## src/rtl/ramio_arbiter_if.sv

```systemverilog
// ramio_arbiter_if
//   Bundles the requester-side handshake and the RAMIO command port of
//   ramio_arbiter. Port i of each packed request field sits at
//   [W*i +: W] (W = 1, 2, 3, 32, 32 for valid, write_type, read_type,
//   address, data_in).
//   slave  : the arbiter (consumes requests and RAMIO status, drives
//            grants/responses and the RAMIO command)
//   master : the environment (requesters plus the RAMIO block)
interface ramio_arbiter_if #(
    parameter int unsigned NUM_PORTS   = 2,
    parameter int unsigned IX_BITWIDTH = $clog2(NUM_PORTS > 1 ? NUM_PORTS : 2)
);
    logic [NUM_PORTS-1:0]    req_valid;
    logic [2*NUM_PORTS-1:0]  req_write_type;
    logic [3*NUM_PORTS-1:0]  req_read_type;
    logic [32*NUM_PORTS-1:0] req_address;
    logic [32*NUM_PORTS-1:0] req_data_in;
    logic [NUM_PORTS-1:0]    req_grant;
    logic [NUM_PORTS-1:0]    rsp_done;
    logic [NUM_PORTS-1:0]    rsp_error;
    logic [31:0]             rsp_data;
    logic [IX_BITWIDTH-1:0]  owner;
    logic                    active;
    logic                    ramio_enable;
    logic [1:0]              ramio_write_type;
    logic [2:0]              ramio_read_type;
    logic [31:0]             ramio_address;
    logic [31:0]             ramio_data_in;
    logic [31:0]             ramio_data_out;
    logic                    ramio_data_out_ready;
    logic                    ramio_busy;

    modport slave (
        input  req_valid, req_write_type, req_read_type, req_address, req_data_in,
        input  ramio_data_out, ramio_data_out_ready, ramio_busy,
        output req_grant, rsp_done, rsp_error, rsp_data, owner, active,
        output ramio_enable, ramio_write_type, ramio_read_type,
        output ramio_address, ramio_data_in
    );

    modport master (
        output req_valid, req_write_type, req_read_type, req_address, req_data_in,
        output ramio_data_out, ramio_data_out_ready, ramio_busy,
        input  req_grant, rsp_done, rsp_error, rsp_data, owner, active,
        input  ramio_enable, ramio_write_type, ramio_read_type,
        input  ramio_address, ramio_data_in
    );
endinterface

```

## src/rtl/ramio_arbiter.sv

```systemverilog
// ramio_arbiter
//   Shares one RAMIO command port among NUM_PORTS requesters using a
//   valid/grant/done handshake, with round-robin (PRIORITY_MODE=0) or
//   lowest-index-wins (PRIORITY_MODE=1) arbitration and a WAIT timeout
//   (TIMEOUT_CYCLES, 0 = never) that completes the transaction with an error.
//   clk   : br_clk_out domain clock
//   rst_n : asynchronous active-low reset
//   bus   : ramio_arbiter_if.slave -- requests, grant/done/error pulses,
//           rsp_data, owner, active, and the RAMIO command/status signals.
//   All outputs are registered.
module ramio_arbiter #(
    parameter int unsigned NUM_PORTS      = 2,
    parameter int unsigned PRIORITY_MODE  = 0,
    parameter int unsigned TIMEOUT_CYCLES = 4096,
    parameter int unsigned IX_BITWIDTH    = $clog2(NUM_PORTS > 1 ? NUM_PORTS : 2)
) (
    input logic            clk,
    input logic            rst_n,
    ramio_arbiter_if.slave bus
);
    localparam int unsigned CNT_W = (TIMEOUT_CYCLES > 1) ? $clog2(TIMEOUT_CYCLES + 1) : 1;
    localparam logic [CNT_W-1:0] CNT_LAST = CNT_W'(TIMEOUT_CYCLES - 1);

    typedef enum logic [1:0] {S_IDLE, S_ISSUE, S_WAIT} state_t;

    state_t                 state_q, state_d;
    logic [IX_BITWIDTH-1:0] ptr_q, ptr_d;
    logic [CNT_W-1:0]       cnt_q, cnt_d;
    logic                   cmd_write_q, cmd_write_d;
    logic [NUM_PORTS-1:0]   grant_q, grant_d;
    logic [NUM_PORTS-1:0]   done_q, done_d;
    logic [NUM_PORTS-1:0]   error_q, error_d;
    logic [31:0]            rsp_data_q, rsp_data_d;
    logic [IX_BITWIDTH-1:0] owner_q, owner_d;
    logic                   active_q, active_d;
    logic                   en_q, en_d;
    logic [1:0]             wt_q, wt_d;
    logic [2:0]             rt_q, rt_d;
    logic [31:0]            addr_q, addr_d;
    logic [31:0]            din_q, din_d;

    logic                   found;
    logic [IX_BITWIDTH-1:0] win;
    int                     rank, best_rank;
    logic [1:0]             wt_sel;
    logic [2:0]             rt_sel;
    logic [31:0]            addr_sel, din_sel;

    // Winner selection: each valid port gets a rank (distance after the rr
    // pointer, or its own index in fixed mode); the lowest rank wins.
    always_comb begin
        found     = 1'b0;
        win       = '0;
        rank      = 0;
        best_rank = int'(NUM_PORTS);
        for (int unsigned i = 0; i < NUM_PORTS; i++) begin
            if (PRIORITY_MODE == 1) begin
                rank = int'(i);
            end else begin
                rank = int'(i) + int'(NUM_PORTS) - 1 - int'(ptr_q);
                if (rank >= int'(NUM_PORTS)) rank = rank - int'(NUM_PORTS);
            end
            if (bus.req_valid[i[IX_BITWIDTH-1:0]] && (rank < best_rank)) begin
                found     = 1'b1;
                win       = i[IX_BITWIDTH-1:0];
                best_rank = rank;
            end
        end
    end

    always_comb begin
        wt_sel   = '0;
        rt_sel   = '0;
        addr_sel = '0;
        din_sel  = '0;
        for (int unsigned i = 0; i < NUM_PORTS; i++) begin
            if (win == i[IX_BITWIDTH-1:0]) begin
                wt_sel   = bus.req_write_type[2*i +: 2];
                rt_sel   = bus.req_read_type[3*i +: 3];
                addr_sel = bus.req_address[32*i +: 32];
                din_sel  = bus.req_data_in[32*i +: 32];
            end
        end
    end

    always_comb begin
        state_d     = state_q;
        ptr_d       = ptr_q;
        cnt_d       = cnt_q;
        cmd_write_d = cmd_write_q;
        grant_d     = '0;
        done_d      = '0;
        error_d     = '0;
        rsp_data_d  = rsp_data_q;
        owner_d     = owner_q;
        active_d    = active_q;
        en_d        = 1'b0;
        wt_d        = '0;
        rt_d        = '0;
        addr_d      = '0;
        din_d       = '0;
        case (state_q)
            S_IDLE: begin
                if (!bus.ramio_busy && found) begin
                    grant_d[win] = 1'b1;
                    owner_d      = win;
                    if (PRIORITY_MODE == 0) ptr_d = win;
                    if ((wt_sel == '0) && (rt_sel == '0)) begin
                        // No-op completes with the grant; RAMIO is not touched.
                        done_d[win] = 1'b1;
                        rsp_data_d  = '0;
                    end else begin
                        active_d    = 1'b1;
                        state_d     = S_ISSUE;
                        en_d        = 1'b1;
                        cmd_write_d = (wt_sel != '0);
                        wt_d        = wt_sel;
                        rt_d        = (wt_sel != '0) ? '0 : rt_sel;
                        addr_d      = addr_sel;
                        din_d       = (wt_sel != '0) ? din_sel : '0;
                    end
                end
            end
            S_ISSUE: begin
                state_d = S_WAIT;
                cnt_d   = '0;
            end
            S_WAIT: begin
                if (!bus.ramio_busy && (cmd_write_q || bus.ramio_data_out_ready)) begin
                    done_d[owner_q] = 1'b1;
                    rsp_data_d      = cmd_write_q ? '0 : bus.ramio_data_out;
                    active_d        = 1'b0;
                    state_d         = S_IDLE;
                end else if ((TIMEOUT_CYCLES != 0) && (cnt_q == CNT_LAST)) begin
                    done_d[owner_q]  = 1'b1;
                    error_d[owner_q] = 1'b1;
                    rsp_data_d       = '0;
                    active_d         = 1'b0;
                    state_d          = S_IDLE;
                end else if (TIMEOUT_CYCLES != 0) begin
                    cnt_d = cnt_q + 1'b1;
                end
            end
            default: state_d = S_IDLE;
        endcase
    end

    always_ff @(posedge clk or negedge rst_n) begin
        if (!rst_n) begin
            state_q     <= S_IDLE;
            ptr_q       <= IX_BITWIDTH'(NUM_PORTS - 1);
            cnt_q       <= '0;
            cmd_write_q <= 1'b0;
            grant_q     <= '0;
            done_q      <= '0;
            error_q     <= '0;
            rsp_data_q  <= '0;
            owner_q     <= '0;
            active_q    <= 1'b0;
            en_q        <= 1'b0;
            wt_q        <= '0;
            rt_q        <= '0;
            addr_q      <= '0;
            din_q       <= '0;
        end else begin
            state_q     <= state_d;
            ptr_q       <= ptr_d;
            cnt_q       <= cnt_d;
            cmd_write_q <= cmd_write_d;
            grant_q     <= grant_d;
            done_q      <= done_d;
            error_q     <= error_d;
            rsp_data_q  <= rsp_data_d;
            owner_q     <= owner_d;
            active_q    <= active_d;
            en_q        <= en_d;
            wt_q        <= wt_d;
            rt_q        <= rt_d;
            addr_q      <= addr_d;
            din_q       <= din_d;
        end
    end

    assign bus.req_grant        = grant_q;
    assign bus.rsp_done         = done_q;
    assign bus.rsp_error        = error_q;
    assign bus.rsp_data         = rsp_data_q;
    assign bus.owner            = owner_q;
    assign bus.active           = active_q;
    assign bus.ramio_enable     = en_q;
    assign bus.ramio_write_type = wt_q;
    assign bus.ramio_read_type  = rt_q;
    assign bus.ramio_address    = addr_q;
    assign bus.ramio_data_in    = din_q;
endmodule

```

## src/flat_wrapper.sv

```systemverilog
// flat-port wrapper written by rule: the top's interface ports become plain ports
module ramio_arbiter_flat 
#(
    parameter int unsigned NUM_PORTS      = 2,
    parameter int unsigned PRIORITY_MODE  = 0,
    parameter int unsigned TIMEOUT_CYCLES = 4096,
    parameter int unsigned IX_BITWIDTH    = $clog2(NUM_PORTS > 1 ? NUM_PORTS : 2)
)
  (clk, rst_n, bus_req_valid, bus_req_write_type, bus_req_read_type, bus_req_address, bus_req_data_in, bus_ramio_data_out, bus_ramio_data_out_ready, bus_ramio_busy, bus_req_grant, bus_rsp_done, bus_rsp_error, bus_rsp_data, bus_owner, bus_active, bus_ramio_enable, bus_ramio_write_type, bus_ramio_read_type, bus_ramio_address, bus_ramio_data_in);
  ramio_arbiter_if #(.NUM_PORTS(NUM_PORTS), .IX_BITWIDTH(IX_BITWIDTH)) bus_i ();
  input logic clk;
  input logic rst_n;
  input wire logic [$bits(bus_i.req_valid)-1:0] bus_req_valid;
  input wire logic [$bits(bus_i.req_write_type)-1:0] bus_req_write_type;
  input wire logic [$bits(bus_i.req_read_type)-1:0] bus_req_read_type;
  input wire logic [$bits(bus_i.req_address)-1:0] bus_req_address;
  input wire logic [$bits(bus_i.req_data_in)-1:0] bus_req_data_in;
  input wire logic [$bits(bus_i.ramio_data_out)-1:0] bus_ramio_data_out;
  input wire logic [$bits(bus_i.ramio_data_out_ready)-1:0] bus_ramio_data_out_ready;
  input wire logic [$bits(bus_i.ramio_busy)-1:0] bus_ramio_busy;
  output wire logic [$bits(bus_i.req_grant)-1:0] bus_req_grant;
  output wire logic [$bits(bus_i.rsp_done)-1:0] bus_rsp_done;
  output wire logic [$bits(bus_i.rsp_error)-1:0] bus_rsp_error;
  output wire logic [$bits(bus_i.rsp_data)-1:0] bus_rsp_data;
  output wire logic [$bits(bus_i.owner)-1:0] bus_owner;
  output wire logic [$bits(bus_i.active)-1:0] bus_active;
  output wire logic [$bits(bus_i.ramio_enable)-1:0] bus_ramio_enable;
  output wire logic [$bits(bus_i.ramio_write_type)-1:0] bus_ramio_write_type;
  output wire logic [$bits(bus_i.ramio_read_type)-1:0] bus_ramio_read_type;
  output wire logic [$bits(bus_i.ramio_address)-1:0] bus_ramio_address;
  output wire logic [$bits(bus_i.ramio_data_in)-1:0] bus_ramio_data_in;
  assign bus_i.req_valid = bus_req_valid;
  assign bus_i.req_write_type = bus_req_write_type;
  assign bus_i.req_read_type = bus_req_read_type;
  assign bus_i.req_address = bus_req_address;
  assign bus_i.req_data_in = bus_req_data_in;
  assign bus_i.ramio_data_out = bus_ramio_data_out;
  assign bus_i.ramio_data_out_ready = bus_ramio_data_out_ready;
  assign bus_i.ramio_busy = bus_ramio_busy;
  assign bus_req_grant = bus_i.req_grant;
  assign bus_rsp_done = bus_i.rsp_done;
  assign bus_rsp_error = bus_i.rsp_error;
  assign bus_rsp_data = bus_i.rsp_data;
  assign bus_owner = bus_i.owner;
  assign bus_active = bus_i.active;
  assign bus_ramio_enable = bus_i.ramio_enable;
  assign bus_ramio_write_type = bus_i.ramio_write_type;
  assign bus_ramio_read_type = bus_i.ramio_read_type;
  assign bus_ramio_address = bus_i.ramio_address;
  assign bus_ramio_data_in = bus_i.ramio_data_in;
  ramio_arbiter #(.NUM_PORTS(NUM_PORTS), .PRIORITY_MODE(PRIORITY_MODE), .TIMEOUT_CYCLES(TIMEOUT_CYCLES), .IX_BITWIDTH(IX_BITWIDTH)) u_core (.clk(clk), .rst_n(rst_n), .bus(bus_i));
endmodule
```

## config.mk

```make
export PLATFORM = sky130hd
export DESIGN_NAME = ramio_arbiter_flat
export DESIGN_NICKNAME = d
export VERILOG_FILES = /design/src/rtl/ramio_arbiter_if.sv /design/src/rtl/ramio_arbiter.sv /design/src/flat_wrapper.sv
export SDC_FILE = /design/constraint.sdc
export NUM_CORES = 1
export LEC_CHECK = 0
export ABC_AREA = 1
export ABC_CLOCK_PERIOD_IN_PS = 2200
export CORE_UTILIZATION = 30
export CTS_BUF_LIST = sky130_fd_sc_hd__clkbuf_4
export DETAILED_ROUTE_END_ITERATION = 12
export PLACE_DENSITY = 0.71
export SLEW_MARGIN = 15
export SYNTH_ARGS = -nofsm -noshare
export SYNTH_HDL_FRONTEND = slang
export SYNTH_SLANG_ARGS = --single-unit
```

## constraint.sdc

```tcl
create_clock -name clk -period 2.2 [get_ports clk]
set_clock_uncertainty 0.05 [all_clocks]
set_input_delay 0.55 -clock clk [delete_from_list [all_inputs] [get_ports clk]]
set_output_delay 0.55 -clock clk [all_outputs]
set_load 0.01 [all_outputs]
```

; After elaboration in Yosys (flattened, before gate mapping)
; Index checks and enable logic that the tools add are counted.
[totals]
ff_bits = 127
inputBits = 176
output_inout_bits = 110
[op_classes]
addsub = 5
magnitude_cmp = 8
eq_ne = 9
mux = 59
bitwise_logic = 1
n_reduce_logical = 21
[ops]
columns = operator, count
row1 = 32-bit 2-to-1 mux, 17
row2 = 32-bit by 3-bit greater-or-equal comparator with 1-bit output (second input constant), 2
row3 = 32-bit one-hot mux with 2 select lines, 1
row4 = 32-bit by 3-bit subtractor with 32-bit output (second input constant), 2
row5 = 32-bit by 3-bit less-than comparator with 1-bit output (second input constant), 1
row6 = 32-bit less-than comparator, 1
row7 = 2-bit 2-to-1 mux, 16
row8 = 13-bit 2-to-1 mux, 2
row9 = 13-bit one-hot mux with 2 select lines, 1
row10 = 3-bit 2-to-1 mux, 5
row11 = 13-bit by 1-bit adder with 13-bit output (second input constant), 1
row12 = 13-bit by 12-bit equality test with 1-bit output (second input constant), 1
row13 = 1-bit 2-to-1 mux, 12
row14 = 3-bit AND reduction, 3
row15 = 4-bit AND reduction, 2
row16 = 1-bit logical AND, 7
row17 = 2-bit != test (second input constant), 3
row18 = 2-bit one-hot mux with 3 select lines, 1
row19 = 2-bit nonzero test, 3
row20 = 2-bit zero test, 2
row21 = 1-bit by 2-bit less-than comparator with 1-bit output (second input constant), 2
row22 = 2-bit by 1-bit != test with 1-bit output (second input constant), 2
row23 = 2-bit one-hot mux with 2 select lines, 1
row24 = 3-bit zero test, 1
row25 = 12 further kinds, 14

; Logic depth before layout (Yosys ltp)
; Gate-level depths: netlist of run 1.
[logic_depth]
word_depth = 16
mapped_depth = 12
ltp_nobuf = 11

; Least setup slack after synthesis of run 1
; Ideal clock, no wire load.
[synth_timing]
kind = register to register
startpoint = register u_core.cnt_q[0]
endpoint = register u_core.rsp_data_q[0], in the netlist u_core.bus.rsp_data[0]
setup_ps = 117
t_arrival_ps = 1600
t_required_ps = 2033
path_slack_ps = 433
stages_incl_launch_ff = 10
n_path_buf = 1
period_less_slack_ps = 1767
path_cell_list = dfrtp_1 ha_1 nand2_1 nor2_4 nand4_2 a21oi_4 nand3_4 buf_6 nand2_1 nand2_1
[synth_between]
elab_chain_cells = 3
[synth_rtl]
columns = element, line_no
row1 = from (decl), ramio_arbiter.sv:28  ; logic [CNT_W-1:0] cnt_q, cnt_d;
row2 = from (signal assigned), ramio_arbiter.sv:168  ; cnt_q <= cnt_d;
row3 = 13-bit by 12-bit equality test with 1-bit output, ramio_arbiter.sv:134  ; end else if ((TIMEOUT_CYCLES != 0) && (cnt_q == CNT_LAST)) begin
row4 = 3-bit by 1-bit != test with 1-bit output (no source line), n/a
row5 = 4-bit AND reduction (no source line), n/a
row6 = to (signal assigned), ramio_arbiter.sv:173  ; rsp_data_q <= rsp_data_d;
row7 = to (decl), ramio_arbiter.sv:33  ; logic [31:0] rsp_data_q, rsp_data_d;
; Every way passes these cells.
; A chain may end at the register's enable or synchronous reset.

; Final worst setup path of run 1
[layout_timing]
startpoint = register u_core.addr_q[22], in the netlist u_core.bus.ramio_address[22]
endpoint = output port bus_ramio_address[22]
[layout_lines]
columns = element, line_no
row1 = from (decl), ramio_arbiter.sv:39  ; logic [31:0] addr_q, addr_d;
row2 = from (signal assigned), ramio_arbiter.sv:179  ; addr_q <= addr_d;
row3 = to (decl), flat_wrapper.sv:30  ; output wire logic [$bits(bus_i.ramio_address)-1:0] bus_ramio_address;
; No word-level cell between the ends.

==> reports/results.txt, run 1 <==
run status -> finished, final reports clean
R2R Setup Slk -> 0.30 ns
root buffer cell -> clkbuf_4
Antenna Nets Post-Route -> 0
share of cells above drive strength 1 -> 12.7%
Post-Syn Instances -> 703
Starting Density -> 31.1%
die area -> 20300 sq um
RSZ-0062 raised after global routing -> false
post-CTS setup buffers -> 0
I/O pins -> 286
Arr. time, crit path -> 1.47 ns
pwr/cell area -> 783 nW/um^2
Placer Congestion -> 0.820
Slew Limit Fails -> 0
leading area contributor after synthesis -> dfrtp_1
final period utilization -> 94.2%
Hold Violations, Final -> 0
deepest clock path buffer count -> 2
CTS Buf Count -> 17
FILL cells -> 1851
Seq cells post-synth -> 127
top_reg_cell synth -> dfrtp_1
Seq/Total Area, Yosys -> 53.8%
synthesized area per cell -> 8.41 sq um
worst-skew pair later-pin latency -> 0.53 ns
Cell variety after synth -> 30
r2r startpoint -> u_core.cnt_q[0]
P&R area growth vs syn -> 63.0%
worst path cell trace -> clkdlybuf4s50_1
WP data required -> 1.60 ns
most common cell in the netlist -> nand2_1
maximum VDD drop -> 368 uV
Seq. cell area -> 3180 sq um
vias in the first global route -> 5626
CTS tree -> built
DRT iter0 DRCs -> 234
worst hold path type -> reg -> reg
highest cell delay on the worst timing path -> 0.56 ns
first-pass iteration count of the detailed router -> 4
Vias/cell -> 4.37
dpl hpwl -> 13500 um
CP Class -> reg -> out
Leak Pwr -> 4.46 nW
hold_sp -> u_core.bus.rsp_data[28]
top-area cell type share of the netlist area -> 53.4%
first-pass GRT wire length -> 28000 um
die width -> 142 um
CP Launch Type -> flip-flop
Warnings, synthesis -> 0
CTS HTree Levels -> 4
largest net degree at the start of global routing -> 42
Multi-input gate area -> 2280 sq um
clock sinks -> 127
global route overflow -> 0
commonest cells in the netlist -> nand2_1 (259), dfrtp_1 (126), nor2_1 (58), inv_1 (56), nand3_1 (45)
crit path launch -> u_core.bus.ramio_address[22]
Final Util -> 50.6%
Setup violations, final -> 0
Max Cap Viol -> 0
port buffer count -> 285
Total Wirelength -> 17500 um
Worst Max-Slew Pin Slew -> 0.421 ns
Worst path slowest cell -> clkdlybuf4s50_1
Die Y -> 142 um
FFs w/ async S/R, synth -> 100%
capturing point of the worst reg2reg path -> u_core.bus.rsp_data[2]
Worst Path Max Fanout -> 1
Tot Pwr -> 7.54 mW
synth top area cells -> dfrtp_1 (53%), nand2_1 (16%), a21oi_2 (4.4%)
initial antenna violation count -> 1
Final min period -> 2.07 ns
drt drc -> 0
worst relative slew slack -> 71.9%
All-Layer GR Usage -> 18.0%
CP bufs+invs -> 1
Worst Hold Path EP -> u_core.bus.rsp_data[28]
Finished Layout Cells -> 1294
Top delay family on crit path -> buffers and inverters
routed len/inst -> 13.6 um
syn_nets -> 883
Cell Rows -> 50
fmax -> 482 MHz
core area -> 19000 sq um
Cell Area, Synth -> 5910 sq um
Total Nets Final -> 1201
worst r2r path cells -> 9
setup TNS -> 0 ns
dpl cells -> 1261
worst hold stages -> 2
via count -> 5660
number of flops mapped to enable cells by yosys -> 0
Worst Setup End Kind -> output port
Reg clk slew, reported paths -> 0.12 ns
Hold WS -> 0.432 ns
-- report_power, final --
| group | internal (mW) | leakage (nW) | switching (mW) |
|---|---|---|---|
| registers | 2.71 | 1.73 | 0.164 |
| clock network | 0.460 | 0.125 | 0.971 |
| logic | 1.58 | 2.60 | 1.66 |
| total | 4.75 | 4.46 | 2.79 |
-- cell families (layout without fill, tap and decap cells) --
kind of cell | after synthesis | after routing | share of synthesized area [%]
buf+inv | 95 | 425 | 7.60
simple gates | 388 | 388 | 27.5
other cells | 0 | 1 | 0
xor+xnor | 6 | 6 | 0.889
compound gates | 83 | 83 | 9.34
fa+ha+maj | 4 | 4 | 0.847
flops | 127 | 127 | 53.8
-- stage by stage --
stage,area [sq um],worst slack [ns]
4_1_cts,9630,0.0367
3_5_place_dp,9380,-0.192
5_1_grt,9630,0.0201
6_report,9630,0.127
2_1_floorplan,5910,0.433
3_3_place_gp,9380,-0.138
-- repair_timing --
item | CTS | global route
hold buffers | 1 | 0
endpoints found under the hold margin | 36 | 0
setup endpoints to repair | 2 | 0
gates resized for setup | 2 | 0
-- worst max path at each step --
stage / cells past startpoint / to
after global routing: 1 / bus_ramio_read_type[0]
after floorplan: 9 / u_core.bus.rsp_data[0]
after global placement: 9 / u_core.bus.rsp_data[31]
after CTS: 1 / bus_ramio_address[22]
final: 1 / bus_ramio_address[22]
after detailed placement: 9 / u_core.bus.rsp_data[2]
-- layer usage --
metal | vias up | GRT usage, % | wire length (um)
met5 | - | 0 | 0
met4 | 0 | 6.17 | 254
met3 | 17 | 6.66 | 1560
met2 | 221 | 29.8 | 8350
met1 | 2594 | 21.5 | 7380
li1 | 2828 | - | -
-- registers in the layout, summed over array words and instances (netlist names) --
| register | count |
|---|---|
| u_core.bus.ramio_data_in | 32 |
| u_core.bus.rsp_error | 2 |
| u_core.bus.req_grant | 2 |
| u_core.bus.rsp_done | 2 |
| u_core.cnt_q | 13 |
| u_core.bus.ramio_enable | 1 |
| u_core.ptr_q | 1 |
| u_core.bus.ramio_address | 32 |
| u_core.cmd_write_q | 1 |
| u_core.bus.ramio_write_type | 2 |
| u_core.bus.rsp_data | 32 |
| u_core.bus.owner | 1 |
| u_core.state_q | 2 |
| u_core.bus.ramio_read_type | 3 |
| u_core.bus.active | 1 |
-- layout make-up --
| class | instances | share of cell area (%) |
|---|---|---|
| repair buffers | 332 | 35.0 |
| flip-flops and latches | 127 | 33.0 |
| multi-input cells | 481 | 23.7 |
| well taps | 260 | 3.38 |
| inverters | 62 | 2.42 |
| clock buffers | 17 | 1.33 |
| clock inverters | 14 | 1.17 |
| diodes | 1 | 0.0260 |
-- cells in the final DEF (no fill, tap or decap), types with 4 or more instances in the layout --
cell type	instances
clkdlybuf4s50_1	282
nand2_1	259
dfrtp_1	126
nor2_1	58
inv_1	56
nand3_1	45
a21oi_1	34
buf_4	33
a21oi_2	30
clkbuf_4	17
buf_12	13
o21ai_1	8
nand2_2	7
inv_2	6
o21ai_0	6
xor2_1	6
nand4_1	5
nor2_4	4
ha_1	4
inv_6	4
clkinv_4	4
(Power assumes the default switching activity.)
==> run 2: changes to the inputs <==
ABC_CLOCK_PERIOD_IN_PS = 1900   (was 2200)
PLACE_DENSITY = 0.74   (was 0.71)
clock period = 1.9 ns   (was 2.2 ns; I/O delays follow)
==> run 2 against run 1 <==
  * Critical path depth rose by 9
  * Design area increased by 2.0%
  * Register-to-register slack got worse by 0.28 ns
  * Clock power is 34% higher
  * Global-route usage grew 0.17 points
  * Combinational power rose by 16%
  * Highest routed layer unchanged
  * Power increased by 19%
  * Worst setup slack worse by 0.11 ns
  * Final cell count is 1.2% higher
  * Largest power group unchanged
  * Flip-flop and latch count stayed put
==> reports/results.txt, run 2 (synthesis gave the netlist of run 1 again) <==
run status -> finished, final reports clean
WP data required -> 2.29 ns
Die Y -> 142 um
port buffer count -> 285
Setup violations, final -> 0
Worst Setup End Kind -> flip-flop
routed len/inst -> 14.2 um
deepest clock path buffer count -> 2
Total Wirelength -> 18600 um
CTS tree -> built
fmax -> 531 MHz
initial antenna violation count -> 1
post-route cell area -> 9830 sq um
clock sinks -> 127
first-pass GRT wire length -> 28400 um
worst relative slew slack -> 76.4%
CP Class -> reg -> reg
root buffer cell -> clkbuf_4
Arr. time, crit path -> 2.28 ns
largest net degree at the start of global routing -> 39
CTS Buf Count -> 17
DP Area -> 9370 sq um
Max Cap Viol -> 0
die area -> 20300 sq um
Vias/cell -> 4.38
DRT iter0 DRCs -> 196
worst r2r path cells -> 10
pwr/cell area -> 917 nW/um^2
All-Layer GR Usage -> 18.2%
most common cell after layout, fill and taps aside -> nand2_1
via count -> 5735
maximum VDD drop -> 482 uV
Worst Path Max Fanout -> 7
Hold WS -> 0.345 ns
worst-skew pair later-pin latency -> 0.52 ns
CP bufs+invs -> 3
core area -> 19000 sq um
final period utilization -> 99.1%
Final min period -> 1.88 ns
highest cell delay on the worst timing path -> 0.58 ns
Cell Rows -> 50
CTS HTree Levels -> 4
Antenna Nets Post-Route -> 0
R2R Setup Slk -> 0.02 ns
P&R area growth vs syn -> 66.3%
Hold Violations, Final -> 0
most frequent cells in the layout -> nand2_1 (254), clkdlybuf4s50_1 (174), dfrtp_1 (126), dlygate4sd2_1 (110), nor2_1 (57)
worst path cell trace -> nand2_2 > buf_4 > nand3b_1 > nand2_2 > nand2_4 > inv_2 > nand2_4 > nand3_4 > buf_12 > a21oi_4
I/O pins -> 286
global route overflow -> 0
Total Nets Final -> 1216
Top delay family on crit path -> simple AND/OR/NAND/NOR gates
Leak Pwr -> 5.10 nW
Worst path slowest cell -> dfstp_2
RSZ-0062 raised after global routing -> true
Worst Max-Slew Pin Slew -> 0.351 ns
CP Launch Type -> flip-flop
drt drc -> 0
vias in the first global route -> 5794
share of cells above drive strength 1 -> 15.1%
Placer Congestion -> 0.829
die width -> 142 um
first-pass iteration count of the detailed router -> 6
Slew Limit Fails -> 0
dpl hpwl -> 13700 um
Starting Density -> 31.1%
worst hold path type -> in -> async
Reg clk slew, reported paths -> 0.12 ns
r2r startpoint -> u_core.ptr_q
capturing point of the worst reg2reg path -> u_core.bus.ramio_address[30]
## run 2: what timing repair did
item / in CTS / in global routing
cloned: 0 / 6
setup endpoints to repair: 110 / 59
pin swaps: 0 / 7
hold endpoints to repair: 27 / 0
hold buffers: 1 / 0
setup buffers: 1 / 8
gates resized for setup: 110 / 21
## run 2: cell type report
cell class / count / area [sq um]
inverter: 62 / 233
multi-input combinational: 482 / 2380
tap: 260 / 325
antenna: 1 / 2.50
fill: 1862 / 9190
clock inverter: 15 / 160
clock buffer: 17 / 128
timing repair buffer: 346 / 3410
sequential: 127 / 3180
## run 2: through the flow
stage	util, %	setup slack, ns	total power [mW]	instances	setup TNS [ns]
2_1_floorplan	-	0.133	5.17	703	0
3_3_place_gp	49.3	-0.317	7.08	1261	-27.89
3_5_place_dp	49.3	-0.373	7.14	1261	-32.05
4_1_cts	50.1	0.00622	8.80	1295	0
5_1_grt	51.7	-0.0293	9.60	1310	-0.555
6_report	51.7	0.0178	9.01	1310	0
## run 2: how the worst max path moves through the flow
stage                                         to        startpoint  depth (start not counted)
finish              u_core.bus.ramio_address[30]      u_core.ptr_q                         10
global route        u_core.bus.ramio_address[30]      u_core.ptr_q                         10
CTS                                    bus_owner  u_core.bus.owner                          1
detailed placement       u_core.bus.rsp_data[15]  bus_req_valid[0]                         12
global placement    u_core.bus.ramio_address[30]  bus_req_valid[0]                         11
floorplan                 u_core.bus.rsp_data[0]   u_core.cnt_q[0]                          9
## run 2: report_power, final
group	switching, mW	internal, mW	leakage, nW	total, mW
Sequential	0.184	3.13	1.73	3.32
Combinational	2.06	1.71	3.22	3.77
Clock	1.12	0.797	0.145	1.92
## run 2: per-layer routing
| metal | vias to the layer above | GRT usage (%) | wire length, um |
|---|---|---|---|
| li1 | 2872 | - | - |
| met1 | 2620 | 21.2 | 7610 |
| met2 | 219 | 30.1 | 8970 |
| met3 | 24 | 6.63 | 1560 |
| met4 | 0 | 7.81 | 415 |
| met5 | - | 0 | 0 |
==> run 3: changes to the inputs <==
CAP_MARGIN = 30   (was default)
==> results of run 3 <==
Final layout, timing and power as in run 2 (identical DEF).
==> RTL edit, RTL diff (settings of run 3) <==
Re-encode `state_t` (3 states) as one-hot, 3 bits wide.
--- a/src/rtl/ramio_arbiter.sv
+++ b/src/rtl/ramio_arbiter.sv
@@ -23,3 +23,3 @@
 
-    typedef enum logic [1:0] {S_IDLE, S_ISSUE, S_WAIT} state_t;
+    typedef enum logic [2:0] {S_IDLE = 3'b001, S_ISSUE = 3'b010, S_WAIT = 3'b100} state_t;
 
Function: no difference found for any inputs over 4 cycles, from zero or initial values and one cycle with rst_n low; so few cycles prove little.
==> RTL edit against run 3 <==
- design area shrank 4.2%
- hold slack gained 59 ps
- clock power grew 17%
- global-route usage grew 0.084 points
- sequential cell count grew 1
- wire length shrank 8.3%
- synthesized area shrank 4.3%
- setup slack gained 67 ps
- total power shrank 1.9%
- critical path depth shrank 1
==> RTL edit: results (changes against run 3) <==
** Yosys
- In the synthesized netlist the dominant register cell turns out to be sky130_fd_sc_hd__dfrtp_1.
- The area fraction in compound gates after synthesis was 10.8% (+1.5 points).
- The adder and majority gate portion of the synthesized area is 0.221% (-0.63 points).
- The share of flip-flops with an asynchronous set or reset after synthesis was 100% (unchanged).
- Main area contributors after synthesis :: sky130_fd_sc_hd__dfrtp_1, sky130_fd_sc_hd__nand2_1, sky130_fd_sc_hd__a21oi_2
- Post-synthesis share of cell area spent on xor and xnor gates :: 0.774% (-0.12 points)
- The sequential element share of the synthesized area is 56.7% (+2.9 points).
- The number of distinct library cells after synthesis came to 32 (+6.7%).
- Total nets after synthesis :: 790 (-11%)
- In the synthesized netlist, the cells that appear most often are sky130_fd_sc_hd__nand2_1, sky130_fd_sc_hd__dfrtp_1, sky130_fd_sc_hd__a21oi_2.

** Global routing
- The via count of the first global-routing pass was 5,438 (-6.1%).
- The wire length of the first global-routing pass is 27,600 µm (-2.8%).
- Global routing met3 resource utilization :: 5.82% (-0.81 points)
- The routing usage on met2 is 32.8% (+2.7 points).
- Met1 Track Usage GR :: 19.7% (-1.6 points)
- The largest net degree at the start of global routing was 43 (+10%).
- Overall global routing resource usage :: 18.3% (+0.084 points)

** Power and ir drop
- The leakage power figure is 4.75 nW (-6.8%).
- IR drop worst, VDD :: 0.503 mV (+4.2%)

** Layout
- The share of layout cells above drive strength 1 is 19.4% (+4.3 points).
- The final layout net count is 1,120 (-7.9%).
- The count of filler cells inserted in the layout was 1,687 (-9.4%).

** Routing
- The number of vias per cell came to 4.44 (+1.5%).
- Final wirelength :: 17,000 µm (-8.3%)
- Drt initial violations :: 152 (-22%)
- First-pass iteration count of the detailed router :: 4 (-2)

** Clock tree
- The tree is rooted in a sky130_fd_sc_hd__clkbuf_4.
- The number of levels in the clock H-tree came to 4 (unchanged).

** Placed design
- Placer Congestion :: 0.823 (-0.78%)
- The worst slack at placement is -355 ps (+17.9 ps).
- The detailed-placement wirelength estimate is 13,000 µm (-4.7%).

** Worst setup path
- Stage delay of the slowest cell on the critical path :: 400 ps (-180 ps)
- The worst path arrival time was 2190 ps (-90 ps).
- Beginning of the critical path :: u_core.cnt_q[0]
- Maximum fanout along the worst path :: 32 (+25)
- CP Capture Point :: u_core.bus.rsp_data[24]
- Worst r2r path cells :: 9 (-1)
- Library cell contributing the largest single delay on the critical path :: sky130_fd_sc_hd__dfrtp_1

** STA
- Worst hold-check slack :: 404 ps (+58.7 ps)
- Crit path time final :: 1820 ps (-67.0 ps)
- The slew at the pin closest to its max-slew limit was 518 ps (+167 ps).

** Min path
- In this run the worst hold path is classified as input port to asynchronous set/reset pin.

** Run status
- The run finished with clean final reports.
## RTL edit: cell count changes in the layout (fill, tap and decap cells not counted), sizes merged, moves of 3 or more
cell | run 3 | this run
o21ai | 14 | 7
nand4 | 6 | 1
nor3 | 3 | 7
buf | 57 | 53
nor2 | 63 | 34
ha | 4 | 1
nand2 | 266 | 278
inv | 67 | 29
a21oi | 65 | 73
nand3 | 48 | 17
bufinv | 2 | 5
clkbuf | 21 | 17
## RTL edit: report_power, final
group	leakage, nW	internal, mW	switching (mW)
Sequential	1.74	3.23	0.230
Clock	0.168	1.17	1.07
Combinational	2.84	1.48	1.66
## RTL edit: worst register-to-register path, cell delays in order (launching register included)
cell and delay (ps):
sky130_fd_sc_hd__dfrtp_1 400, sky130_fd_sc_hd__ha_2 210, sky130_fd_sc_hd__nand2_2 70, sky130_fd_sc_hd__nor2_2 110
sky130_fd_sc_hd__nand4_1 210, sky130_fd_sc_hd__a21oi_2 240, sky130_fd_sc_hd__nand3_2 120, sky130_fd_sc_hd__buf_12 170
sky130_fd_sc_hd__nand2_1 100, sky130_fd_sc_hd__nand2_1 50
## RTL edit: timing repair
action                                  CTS  global route
cloned                                    0             0
endpoints found under the hold margin    35             0
setup buffers                             0             2
resized for setup                       111             7
pin swaps                                 0             3
endpoints found under the setup margin  117            42
hold buffers                              1             0
## RTL edit: cell type report
type                            count  area share, %
Antenna cell                        1         0.0266
Clock buffer                       17           1.36
Clock inverter                     14           2.29
Inverter                           28           1.12
Multi-Input combinational cell    430           23.1
Sequential cell                   128           34.1
Tap cell                          229           3.04
Timing Repair Buffer              338           35.0
## RTL edit: cell families after synthesis
logic type      after synthesis
simple gates                340
fa+ha+maj                     1
compound gates               84
buf+inv                      55
xor+xnor                      5
flops                       128
## RTL edit: metal layers
layer  vias up  share of wire, %
met3        32               6.4
met5         -                 0
met1      2459                38
met2       185                53
met4         0               3.0
li1       2588                 -
## RTL edit: through the flow
stage	cells	TNS, ps	cell area, µm²	utilization, %
after floorplan	613	0	5660	-
final	1185	0	9410	51.7
after detailed placement	1150	-30880	9160	50.3
after CTS	1182	0	9370	51.5
after global routing	1185	-823	9410	51.7
after global placement	1150	-25910	9160	50.3
